File: src/rtl/count_pulse_shaper_pkg.sv
// Shared types and constants for the dual-channel count pulse shaper.
// Each channel runs a four-state debounce machine behind a two-flop synchroniser.
package count_pulse_shaper_pkg;

   typedef enum logic [1:0] {
      IDLE_LOW  = 2'd0,
      WAIT_HIGH = 2'd1,
      IDLE_HIGH = 2'd2,
      WAIT_LOW  = 2'd3
   } debounce_state_t;

   localparam int SYNC_STAGES = 2;

endpackage : count_pulse_shaper_pkg

File: src/rtl/count_pulse_shaper_debounce_channel.sv
// One conditioning channel: polarity correction, synchroniser, debounce FSM,
// and a registered single-cycle pulse on every accepted rising level.
module debounce_channel
   import count_pulse_shaper_pkg::*;
#(
   parameter int STABLE_CYCLES = 500000,
   parameter bit ACTIVE_LOW    = 1'b1
) (
   input  logic CLK,
   input  logic CLR,
   input  logic EN,
   input  logic BTN,
   output logic LEVEL,
   output logic PULSE
);

   localparam int              CNT_W    = $clog2(STABLE_CYCLES);
   localparam logic [CNT_W-1:0] CNT_ONE  = CNT_W'(1);
   localparam logic [CNT_W-1:0] CNT_LAST = CNT_W'(STABLE_CYCLES - 1);

   logic                   btn_corr;
   logic [SYNC_STAGES-1:0] sync_reg;
   logic                   sync2;

   debounce_state_t        state_reg, state_next;
   logic [CNT_W-1:0]       cnt_reg, cnt_next;
   logic                   level_reg, level_next;
   logic                   pulse_reg, pulse_next;

   assign btn_corr = BTN ^ ACTIVE_LOW;
   assign sync2    = sync_reg[SYNC_STAGES-1];

   // Bit 0 is sync1, the top bit is sync2; only sync2 reaches the FSM.
   always_ff @(posedge CLK) begin
      if (CLR) begin
         sync_reg <= '0;
      end else begin
         sync_reg <= {sync_reg[SYNC_STAGES-2:0], btn_corr};
      end
   end

   always_ff @(posedge CLK) begin
      if (CLR) begin
         state_reg <= IDLE_LOW;
         cnt_reg   <= '0;
         level_reg <= 1'b0;
         pulse_reg <= 1'b0;
      end else begin
         state_reg <= state_next;
         cnt_reg   <= cnt_next;
         level_reg <= level_next;
         pulse_reg <= pulse_next;
      end
   end

   always_comb begin
      state_next = state_reg;
      cnt_next   = cnt_reg;
      level_next = level_reg;
      pulse_next = 1'b0;
      case (state_reg)
         IDLE_LOW: begin
            if (sync2) begin
               state_next = WAIT_HIGH;
               cnt_next   = CNT_ONE;
            end else begin
               cnt_next   = '0;
            end
         end
         WAIT_HIGH: begin
            if (!sync2) begin
               state_next = IDLE_LOW;
               cnt_next   = '0;
            end else if (cnt_reg == CNT_LAST) begin
               state_next = IDLE_HIGH;
               cnt_next   = '0;
               level_next = 1'b1;
               pulse_next = EN;
            end else begin
               cnt_next   = cnt_reg + CNT_ONE;
            end
         end
         IDLE_HIGH: begin
            if (!sync2) begin
               state_next = WAIT_LOW;
               cnt_next   = CNT_ONE;
            end else begin
               cnt_next   = '0;
            end
         end
         WAIT_LOW: begin
            // Falling acceptance only updates the level; it never pulses.
            if (sync2) begin
               state_next = IDLE_HIGH;
               cnt_next   = '0;
            end else if (cnt_reg == CNT_LAST) begin
               state_next = IDLE_LOW;
               cnt_next   = '0;
               level_next = 1'b0;
            end else begin
               cnt_next   = cnt_reg + CNT_ONE;
            end
         end
         default: begin
            state_next = IDLE_LOW;
            cnt_next   = '0;
         end
      endcase
   end

   assign LEVEL = level_reg;
   assign PULSE = pulse_reg;

endmodule : debounce_channel

File: src/rtl/count_pulse_shaper.sv
// Two independent debounce channels producing clean CKA/CKB count pulses
// for the downstream ripple counter.
module count_pulse_shaper
   import count_pulse_shaper_pkg::*;
#(
   parameter int STABLE_CYCLES = 500000,
   parameter bit ACTIVE_LOW    = 1'b1
) (
   input  logic CLK,
   input  logic CLR,
   input  logic EN,
   input  logic BTN_A,
   input  logic BTN_B,
   output logic LEVEL_A,
   output logic LEVEL_B,
   output logic PULSE_A,
   output logic PULSE_B
);

   debounce_channel #(
      .STABLE_CYCLES (STABLE_CYCLES),
      .ACTIVE_LOW    (ACTIVE_LOW)
   ) u_chan_a (
      .CLK   (CLK),
      .CLR   (CLR),
      .EN    (EN),
      .BTN   (BTN_A),
      .LEVEL (LEVEL_A),
      .PULSE (PULSE_A)
   );

   debounce_channel #(
      .STABLE_CYCLES (STABLE_CYCLES),
      .ACTIVE_LOW    (ACTIVE_LOW)
   ) u_chan_b (
      .CLK   (CLK),
      .CLR   (CLR),
      .EN    (EN),
      .BTN   (BTN_B),
      .LEVEL (LEVEL_B),
      .PULSE (PULSE_B)
   );

endmodule : count_pulse_shaper

File: config.mk
export PLATFORM = sky130hd
export DESIGN_NAME = count_pulse_shaper
export DESIGN_NICKNAME = d
export VERILOG_FILES = /design/src/rtl/count_pulse_shaper_pkg.sv /design/src/rtl/count_pulse_shaper_debounce_channel.sv /design/src/rtl/count_pulse_shaper.sv
export SDC_FILE = /design/constraint.sdc
export NUM_CORES = 1
export LEC_CHECK = 0
export BUFFER_PORTS_ARGS = -buffer_cell sky130_fd_sc_hd__buf_4
export CAP_MARGIN = 0
export CORE_UTILIZATION = 60
export CTS_CLUSTER_DIAMETER = 50
export CTS_CLUSTER_SIZE = 8
export DETAILED_ROUTE_END_ITERATION = 10
export MAX_ROUTING_LAYER = met4
export PLACE_DENSITY = 0.79
export SLEW_MARGIN = 10
export SYNTH_ARGS = -nofsm -noshare
export SYNTH_HDL_FRONTEND = slang
export SYNTH_HIERARCHICAL = 1
export SYNTH_SLANG_ARGS = --single-unit
File: constraint.sdc
create_clock -name CLK -period 2.19 [get_ports CLK]
set_input_delay 0.438 -clock CLK [delete_from_list [all_inputs] [get_ports CLK]]
set_output_delay 0.438 -clock CLK [all_outputs]
set_load 0.005 [all_outputs]
# --- Yosys cells after proc, flatten, opt, wreduce, memory -nomap -nowiden ---
# Index checks and enable logic that the tools add are counted.
classes:
  n_reduce_logical: 10
  addsub: 2
  bitwise: 8
  magnitude_cmp: 0
  n_eq_ne: 24
  multipliers: 0
  shifts: 0
  div_mod_pow: 0
  muxes: 36
op_table:
  columns: ["op", "count"]
  rows:
  - ["$pmux 19 s4", 2]
  - ["$mux 19", 6]
  - ["$add 19x1->19 const B", 2]
  - ["$eq 19x19->1 const B", 2]
  - ["$mux 2", 12]
  - ["$ne 2x1->1 const B", 8]
  - ["$pmux 2 s4", 2]
  - ["$mux 1", 12]
  - ["$reduce_and 5->1", 2]
  - ["$eq 2x2->1 const B", 4]
  - ["$ne 2x2->1 const B", 4]
  - ["$not 1->1", 8]
  - ["$reduce_and 4->1", 2]
  - ["$reduce_or 4->1", 2]
  - ["$ne 3x1->1 const B", 2]
  - ["$ne 3x3->1 const B", 2]
  - ["$eq 2x1->1 const B", 2]
  - ["$logic_not 2->1", 2]
  - ["$pmux 1 s2", 2]
  - ["$reduce_bool 2->1", 2]
word_totals:
  rom_bits: 0
  ram_bits: 0
  latch_bits: 0
  n_memories: 0
  elab_cells: 90
  ff_bits: 50

# --- Depth between registers and ports, before layout ---
logic_depth:
  word_depth: 4
  depth_mapped: 7

# --- By module ---
# The synthesis kept the hierarchy.
by_module_without_submodules:
  columns: ["mod", "area_each_um2", "instances", "seq_area_each_um2", "cells_each"]
  rows:
  - ["debounce_channel (u_chan_a)", 1133.6, 1, 500.5, 129]
  - ["debounce_channel (u_chan_b)", 1108.6, 1, 500.5, 128]

# --- Worst setup path before layout ---
# Ideal clock, no wire load.
synth_path:
  path_type: "reg-to-reg"
  start: "reg u_chan_a.cnt_reg[0]"
  end: "reg u_chan_a.cnt_reg[14]"
  required_ps: 2117
  setup_slack_ps: 405
  synth_period_minus_slack_ps: 1785
  stages_incl_launch_ff: 7
  t_arrival_ps: 1712
  cell_sequence: "dfxtp_1 ha_1 nand2_1 or4_1 buf_2 or3_1 a21oi_1"
synth_via:
  elab_chain_cells: 4
  word_cells_on_any_way: 6
  cone_classes: "add/sub (1); eq/ne (1); mux (4)"
synth_rtl:
  columns: ["element", "line_no", "source"]
  rows:
  - ["from (decl)", "count_pulse_shaper_debounce_channel.sv:26", "logic [CNT_W-1:0] cnt_reg, cnt_next;"]
  - ["from (signal assigned)", "count_pulse_shaper_debounce_channel.sv:50", "cnt_reg <= cnt_next;"]
  - ["$add 19x1->19 / $eq 19x19->1 (equally long branches)", null, null]
  - ["$mux 19 *", "count_pulse_shaper_debounce_channel.sv:74, count_pulse_shaper_debounce_channel.sv:96", null]
  - ["$mux 19, on equally long branches", "count_pulse_shaper_debounce_channel.sv:93, count_pulse_shaper_debounce_channel.sv:71", null]
  - ["$pmux 19 s4 *", "count_pulse_shaper_debounce_channel.sv:61", "case (state_reg)"]
# Every way passes the cells marked *; elsewhere a longest branch is shown, timed or not.
# A chain may end at the register's enable or synchronous reset.

# --- Worst setup path after layout ---
layout_path:
  start: "reg u_chan_a.cnt_reg[0]"
  end: "reg u_chan_a.cnt_reg[16]"
# The elaborated chain is that of the path after synthesis.

==> results.md <==
- Total CTS buffers: 5
- Critical-path top delay cell: or4_1
- Core Region: 0.00347 mm^2
- DRT Wirelength: 4220 um
- Setup TNS: 0 ps
- Max Cap Viol: 0
- Vias in the first global route: 1700
- Post-synthesis register bit count: 50
- Crit path cell chain: ha_1, nand2_1, or4_1, or3_1, a21oi_1
- Most frequent cells in the layout: dfxtp_1 (50), nor2_1 (37), nand3_1 (16), xnor2_1 (16), nand2_1 (14)
- H-tree levels: 2
- Mapped cell area: 0.00224 mm^2
- Number of distinct library cells after synthesis: 34
- Root Buffer: clkbuf_8
- Seq/Total Area, Yosys: 44.6%
- Initial antenna violation count: 0
- Buf/Inv on CP: 0
- Vias: 1835
- Clock Sink Count: 50
- Post-CTS Setup Bufs: 0
- RSZ-0062 raised after global routing: no
- VDD IR-drop max: 0.558 mV
- Final setup viols: 0
- Clock tree buffer depth: 2
- Syn avg cell area: 8.72 um^2
- Num ports: 9
- Area growth, synth to finish: 9.93%
- Max Slew Vio Count: 0
- Pwr Density: 650 mW/mm^2
- Clock skew: 5.42 ps
- WL/cell: 13.4 um
- Largest stage delay, worst path: 610 ps
- Die Area: 0.00399 mm^2
- Post-synth top area share: 44.6%
- EDFF count, synth: 0
- Detail Route Antenna Nets: 0
- Post-synth ARST share: 0%
- Cells after synthesis: 257
- Chip height: 63.1 um
- Global placement routability congestion: 0.820
- CP Launch Type: register
- Final Util: 71.1%
- Die extent in x: 63.1 um
- Via density: 5.83
- FMAX: 507 MHz
- CP Capture Type: register
- CTS tree: yes
- First-pass GRT wire length: 7310 um
- Yosys warns: 6
- Row cnt: 21
- Nets: 276
- Synth area leader: dfxtp_1
- Clk_lat worst skew: 300 ps
- IO Port Bufs: 8
- Largest net degree at the start of global routing: 19
- Final HPWL DP: 2990 um
- Required time worst endpoint: 2420 ps
- Synth Flop Type: dfxtp_1
- Tot GR Track Use: 23.8%
- CP Data Arrival Time: 2210 ps
- Synth Net Count: 264
- Most common cell after layout, fill and taps aside: dfxtp_1
- Final hold violation count: 0
- CP delay by family, top: simple AND/OR/NAND/NOR gates
- ANT cells: 0
- Slew margin rel.: 49.6%
- Hold/Removal Path Class: primary input to register
- DRC: 0
- Initial Util: 64.6%
- Share of post-route cells with drive strength above 1: 9.67%
- P_leak: 0.792 nW
- Clock transition at path regs: 90 ps
- Status: complete, no violations
- Tcrit/Tclk final: 90.1%
- # hold bufs at CTS: 0
- Post-cts gate resize count: 0
- Worst Setup Path Type: register to register
- Worst Path Max Fanout: 7
- Slew @ Worst Pin: 749 ps
- Period minus WS final: 1970 ps
- Synth area leaders: dfxtp_1 (45%), xnor2_1 (6.3%), nor2_1 (6.2%)
- Overflow after GRT: 0
- Drt first pass iters: 4
- Initial detailed-routing violation count: 117
-- cell usage after synthesis (2+ instances only) --
| cell type | n |
|---|---|
| a21o_1 | 2 |
| a21oi_1 | 13 |
| a31oi_1 | 2 |
| and3_1 | 7 |
| and4_1 | 5 |
| buf_2 | 5 |
| dfxtp_1 | 50 |
| ha_1 | 2 |
| inv_1 | 11 |
| nand2_1 | 14 |
| nand3_1 | 16 |
| nand4_1 | 13 |
| nor2_1 | 37 |
| nor2b_1 | 5 |
| nor3_1 | 6 |
| nor4_1 | 6 |
| o21ai_0 | 11 |
| o31ai_1 | 3 |
| or3_1 | 6 |
| or4_1 | 4 |
| xnor2_1 | 16 |
| xor2_1 | 11 |
-- stage by stage --
step           hold WS (ps)  instances  instance area [um^2]  worst slack [ps]  power, mW
2_1_floorplan           414        257                  2240               405      0.957
3_3_place_gp            428        308                  2350               332      0.974
3_5_place_dp            435        308                  2350               263      0.975
4_1_cts                 268        315                  2460               222       1.62
5_1_grt                 269        315                  2460              86.7       1.65
6_report                275        315                  2460               216       1.60
-- area by class of cell --
class	instances	area, um^2
Clock buffer	6	82.6
Timing Repair Buffer	11	82.6
Tap cell	46	57.6
Sequential cell	50	1000
Fill cell	261	1000
Multi-Input combinational cell	190	1170
Inverter	11	41.3
Clock inverter	1	30.0
-- layer usage --
metal	up-vias	share of wire, %	global-route usage (%)
met5	-	0	-
met4	0	1.5	9.88
met3	6	4.1	4.35
met2	41	43	36.7
met1	847	52	30.7
li1	941	-	-
-- where the power goes --
group / switching [mW] / total [mW] / internal [mW]
Combinational: 0.0139 / 0.0295 / 0.0156
Sequential: 0.00668 / 0.924 / 0.917
Clock: 0.284 / 0.650 / 0.365
Total: 0.305 / 1.60 / 1.30
-- worst paths after layout --
kind              slack (ps)                               to                       startpoint  cells past startpoint
setup reg to reg         220  u_chan_a/cnt_reg[16]$_SDFF_PP0_   u_chan_a/cnt_reg[0]$_SDFF_PP0_                      5
hold reg to reg          460  u_chan_b/sync_reg[1]$_SDFF_PP0_  u_chan_b/sync_reg[0]$_SDFF_PP0_                      1
hold / removal           280  u_chan_b/sync_reg[0]$_SDFF_PP0_                            BTN_B                      2
setup / recovery         220  u_chan_a/cnt_reg[16]$_SDFF_PP0_   u_chan_a/cnt_reg[0]$_SDFF_PP0_                      5
-- cells by family after synthesis --
group / share of synthesized area (%)
flops: 44.6
xor+xnor: 10.5
fa+ha+maj: 1.12
buf+inv: 3.18
compound gates: 8.98
simple gates: 31.5
Note: power is estimated with default switching activity, not from simulation.
